`config.mk`:
```
export PLATFORM = sky130hd
export DESIGN_NAME = pimac_pipe_acc
export DESIGN_NICKNAME = d
export VERILOG_FILES = /design/src/rtl/pimac_pipe_acc.sv
export SDC_FILE = /design/constraint.sdc
export NUM_CORES = 1
export LEC_CHECK = 0
export ABC_AREA = 1
export ABC_CLOCK_PERIOD_IN_PS = 4070
export CORE_MARGIN = 2
export CORE_UTILIZATION = 58
export CTS_BUF_LIST = sky130_fd_sc_hd__clkbuf_8
export DETAILED_ROUTE_END_ITERATION = 10
export PLACE_DENSITY = 0.84
export SLEW_MARGIN = 20
export SYNTH_ARGS = -nofsm -noshare
export SYNTH_HDL_FRONTEND = slang
export SYNTH_SLANG_ARGS = --single-unit
export TNS_END_PERCENT = 1
```
`constraint.sdc`:
```
create_clock -name clk -period 4.07 [get_ports clk]
set_clock_uncertainty 0.05 [all_clocks]
set_input_delay 0.814 -clock clk [delete_from_list [all_inputs] [get_ports clk]]
set_output_delay 0.814 -clock clk [all_outputs]
set_load 0.05 [all_outputs]
```
`src/rtl/pimac_pipe_acc.sv`:
```
`default_nettype none
// ============================================================================
// Module   : pimac_pipe_acc
// Purpose  : Two-stage pipelined unsigned multiply-accumulate unit.
//            Stage 1 registers the exact product a*b together with c and
//            mode. Stage 2 adds either c (MAC, mode 0) or the current
//            accumulator (accumulate, mode 1) to the product. The sum is
//            then saturated or wrapped into the ACC_WIDTH result. Overflow
//            is sticky.
// Ports    : clk       - clock, rising edge
//            rst_n     - asynchronous active-low reset
//            in_valid  - operation strobe; a/b/c/mode sampled when high
//            mode      - 0: result = a*b + c, 1: result = result + a*b
//            clear     - synchronous clear of result and overflow
//            a, b, c   - unsigned operands (c ignored in mode 1)
//            result    - registered result / accumulator
//            out_valid - one-cycle pulse when result was updated
//            overflow  - sticky overflow flag
// Revision : 1.0 - initial release
// ============================================================================
module pimac_pipe_acc #(
  parameter int A_WIDTH   = 4,
  parameter int B_WIDTH   = 4,
  parameter int C_WIDTH   = 4,
  parameter int ACC_WIDTH = 8,
  parameter bit SATURATE  = 1'b1
) (
  input  logic                 clk,
  input  logic                 rst_n,
  input  logic                 in_valid,
  input  logic                 mode,
  input  logic                 clear,
  input  logic [A_WIDTH-1:0]   a,
  input  logic [B_WIDTH-1:0]   b,
  input  logic [C_WIDTH-1:0]   c,
  output logic [ACC_WIDTH-1:0] result,
  output logic                 out_valid,
  output logic                 overflow
);

  localparam int P_W   = A_WIDTH + B_WIDTH;
  // One bit wider than the widest addend, so the sum can never lose a carry.
  localparam int SUM_W = ((P_W > ACC_WIDTH) ? P_W : ACC_WIDTH) + 1;

  // Stage 1 registers
  logic [P_W-1:0]     prod_q, prod_d;
  logic [C_WIDTH-1:0] c_q, c_d;
  logic               mode_q, mode_d;
  logic               s1_valid_q, s1_valid_d;

  // Stage 2 / output registers
  logic [ACC_WIDTH-1:0] result_q, result_d;
  logic                 overflow_q, overflow_d;
  logic                 out_valid_q, out_valid_d;

  // Stage 2 datapath
  logic [SUM_W-1:0]     addend;
  logic [SUM_W-1:0]     sum;
  logic                 sum_ovf;
  logic [ACC_WIDTH-1:0] sum_fit;

  // --------------------------------------------------------------------------
  // Stage 1: operands are only captured while in_valid is high. With
  // in_valid low the data registers hold. Unknown operand values on idle
  // cycles therefore never enter the datapath.
  // --------------------------------------------------------------------------
  always_comb begin
    s1_valid_d = in_valid;
    prod_d     = prod_q;
    c_d        = c_q;
    mode_d     = mode_q;
    if (in_valid) begin
      prod_d = P_W'(a) * P_W'(b);
      c_d    = c;
      mode_d = mode;
    end
  end

  // --------------------------------------------------------------------------
  // Stage 2 arithmetic. Accumulate mode reads result_q directly. Each op
  // therefore sees the previous op's result even when ops are back-to-back.
  // --------------------------------------------------------------------------
  always_comb begin
    addend  = mode_q ? SUM_W'(result_q) : SUM_W'(c_q);
    sum     = addend + SUM_W'(prod_q);
    sum_ovf = |sum[SUM_W-1:ACC_WIDTH];
  end

  generate
    if (SATURATE) begin : g_saturate
      assign sum_fit = sum_ovf ? {ACC_WIDTH{1'b1}} : sum[ACC_WIDTH-1:0];
    end else begin : g_wrap
      assign sum_fit = sum[ACC_WIDTH-1:0];
    end
  endgenerate

  // clear wins over a coincident stage-2 op. That op is dropped silently.
  always_comb begin
    result_d    = result_q;
    overflow_d  = overflow_q;
    out_valid_d = 1'b0;
    if (clear) begin
      result_d   = '0;
      overflow_d = 1'b0;
    end else if (s1_valid_q) begin
      result_d    = sum_fit;
      overflow_d  = overflow_q | sum_ovf;
      out_valid_d = 1'b1;
    end
  end

  always_ff @(posedge clk or negedge rst_n) begin
    if (!rst_n) begin
      prod_q      <= '0;
      c_q         <= '0;
      mode_q      <= 1'b0;
      s1_valid_q  <= 1'b0;
      result_q    <= '0;
      overflow_q  <= 1'b0;
      out_valid_q <= 1'b0;
    end else begin
      prod_q      <= prod_d;
      c_q         <= c_d;
      mode_q      <= mode_d;
      s1_valid_q  <= s1_valid_d;
      result_q    <= result_d;
      overflow_q  <= overflow_d;
      out_valid_q <= out_valid_d;
    end
  end

  assign result    = result_q;
  assign overflow  = overflow_q;
  assign out_valid = out_valid_q;

endmodule
`default_nettype wire

```
==> key figures <==
Floorplan
  • Initial Util: 0.617
  • Core ar.: 3080 sq um
  • Die width: 61.2 um
  • Die height: 61.2 um
  • Row cnt: 20
  • I/O Pins: 27
  • Die area: 3750 sq um

Setup path
  • CP Buf/Inv Count: 4
  • Most numerous cell on the critical path: nand2_1
  • Crit Path Category: in2reg
  • Slowest-stage cell, CP: fa_1
  • Critical Path AT: 3.53 ns
  • CP Depth: 14
  • Largest delay share family, worst path: adder cells
  • Worst-path cell chain: clkdlybuf4s50_1 -> nand2_1 -> fa_1 -> inv_1 -> fa_1 -> inv_1 -> fa_1 -> inv_1 -> nand2_1 -> nand2_1 -> nand2_1 -> nand2_1 -> nand2_1 -> a31oi_1
  • Crit-path max FO: 4
  • R2R cell count: 9
  • Crit path launch type: primary input
  • CP endpoint kind: flip-flop
  • Worst Path Required: 4.21 ns
  • Crit-path max cell delay: 0.56 ns

Pwr
  • Tot Pwr: 0.773 mW
  • Leakage: 1.32 nW
  • Peak supply drop: 317 uV
  • PwrDens: 344 nW/um^2

Route
  • Routed len/inst: 11.3 um
  • Antenna-violating nets left: 0
  • Total vias in the final route: 1621
  • Drt first-iter violations: 72
  • # DRC: 0
  • WL final: 3650 um
  • Via-to-Cell Ratio: 5.03
  • Drt first pass iters: 5

STA
  • Final slew viol count: 0
  • Worst-margin pin slew: 0.667 ns
  • Achievable Freq: 0.295 GHz
  • Setup violators final: 0
  • Setup repair after global routing missed its margin: no
  • Period minus WS final: 3.39 ns
  • Rel. slew slack: 0.554
  • Final setup TNS: 0 ns
  • Final period util: 0.833
  • Hold Vio Cnt, Final: 0

Synth
  • Sequential cell area fraction in the yosys report: 0.316
  • Post-synthesis instance total: 251
  • Mapped Nets: 293
  • Yosys top cell area share: 0.316
  • Synthesized cell area: 1900 sq um
  • Area contributors post-synth: dfrtp_1 (32%), nand2_1 (20%), ha_1 (13%)
  • Post-synth cell types: 31
  • Synth area leader: dfrtp_1
  • Synth warn: 0
  • Post-synthesis register bit count: 24
  • Syn_area_per_cell: 7.57 sq um

Finish
  • ANT cells: 0
  • Post-layout net count: 321
  • Area growth syn-to-layout: 18.5%
  • Share of layout cells above drive strength 1: 0.112
  • Post-route cell area: 2250 sq um
  • Finished Layout Cells: 322

Global route
  • Largest net degree at the start of global routing: 25
  • Grt ovf: 0
  • Number of global-route vias before repair: 1574
  • Total GRT Usage: 0.228
  • Initial antenna violation count: 0
  • First-pass GRT wire length: 6410 um

Clocking
  • CTS clk-pin slew, worst paths: 0.08 ns
  • CTS hold repair buffers: 0
  • CTS buffer count: 3
  • CTS tree: yes
  • Clk buf depth: 2
  • Root buffer cell: clkbuf_8
  • Skew-Pair Late Insertion Delay: 0.27 ns
  • Post-CTS Setup Bufs: 0
  • H-tree levels: 1
  • Post-CTS sizing: 0
  • Clk sinks: 24

Placed design
  • I/O Buffers: 26
  • Gpl congestion: 0.811
  • Placed Instances: 318
  • Final HPWL from detailed placement: 2920 um
  • Placed Area: 2200 sq um

Worst hold path
  • Min-delay worst type: reg2reg
  • Hold Crit Depth: 2

Run
  • Max cap viols: 0

Run status
  • Status: completed
## worst reg2reg max path: stages (launching register included)
cell	delay, ns
dfrtp_1	0.62
o21ai_0	0.17
ha_1	0.22
fa_1	0.40
nand2_1	0.11
nand3_1	0.11
nand3_2	0.12
nand2_4	0.09
nand2_4	0.12
o211ai_2	0.09
## path summary, 6_finish.rpt
path | startpoint | end | slack, ns
max | a[1] | prod_q[6] | 0.68
min | prod_q[7] | prod_q[7] | 0.45
max reg2reg | mode_q | result[2] | 1.87
min reg2reg | prod_q[7] | prod_q[7] | 0.45
max in group asynchronous | rst_n | result[5] | 3.14
min in group asynchronous | rst_n | prod_q[7] | 0.46
## synthesized netlist by cell type (all sizes together)
cell type,number
inv,44
xnor2,2
nand3b,1
and2,1
nand4,1
or2,1
xor2,1
nand3,15
nand2,103
nor2,7
ha,20
fa,5
clkinv,2
a21boi,3
clkbuf,1
dfrtp,24
a31oi,1
buf,2
o211ai,1
o21ai,11
a21oi,5
## placed cells by master (no fill, tap or decap)
cell type / instances
inv_1: 41
o21ai_2: 1
nand2_2: 1
clkdlybuf4s50_1: 25
buf_2: 1
fa_1: 5
a21oi_1: 3
or2_4: 1
nand3b_1: 1
nor2_2: 2
clkinv_4: 1
xor2_1: 1
nand3_1: 9
clkinv_1: 1
a31oi_1: 1
o211ai_2: 1
xnor2_1: 2
ha_1: 20
nand3_2: 6
nand4_1: 1
o21ai_0: 4
and2_4: 1
nand2_4: 3
nor2_4: 1
nand2_1: 99
clkbuf_8: 4
a21boi_2: 3
o21ai_1: 6
dfrtp_1: 24
inv_2: 3
nor2_1: 4
a21oi_2: 2
## power by group
group          switching, mW  internal, mW  total (mW)
registers             0.0245         0.269       0.294
clock network         0.0784        0.0865       0.165
logic                  0.192         0.123       0.315
total                  0.294         0.479       0.773
## routing by layer
layer  part of all wire  routed length (um)  GRT usage  vias to the layer above
li1                   -                   -          -                      828
met3              0.042                 152     0.0378                        4
met5                  0                   0          0                        -
met2               0.51                1870      0.413                       36
met4             0.0079                  29     0.0528                        0
met1               0.44                1600      0.283                      753
## flip-flops by register name, summed over array words and instances, names as in the netlist
name and count:
prod_q 8, result 8, c_q 4, mode_q 1, out_valid 1, overflow 1, s1_valid_q 1
## stage by stage
step / utilization / hold WS [ns] / worst slack [ns]
2_1_floorplan: - / 0.398 / 1.07
4_1_cts: 0.733 / 0.460 / 0.666
5_1_grt: 0.731 / 0.483 / 0.487
6_report: 0.731 / 0.455 / 0.678
3_5_place_dp: 0.715 / 0.439 / 0.362
3_3_place_gp: 0.715 / 0.424 / 0.458
## kinds of logic (layout without fill, tap and decap cells)
logic type               after synthesis  after routing  share of synthesized area
XOR/XNOR                               3              3                     0.0138
adder cells (fa/ha/maj)               25             25                      0.184
flip-flops                            24             24                      0.316
AO/OA/AOI/OAI                         21             21                     0.0758
AND/OR/NAND/NOR                      129            129                      0.309
buffers and inverters                 49             76                      0.101
## final cells by class
class | instances | area (sq um)
multi-input combinational | 178 | 1110
fill | 258 | 827
sequential | 24 | 601
timing repair buffer | 26 | 255
inverter | 46 | 178
clock buffer | 4 | 55.1
tap | 44 | 55.1
No activity file was read; power rests on OpenSTA's default activity.
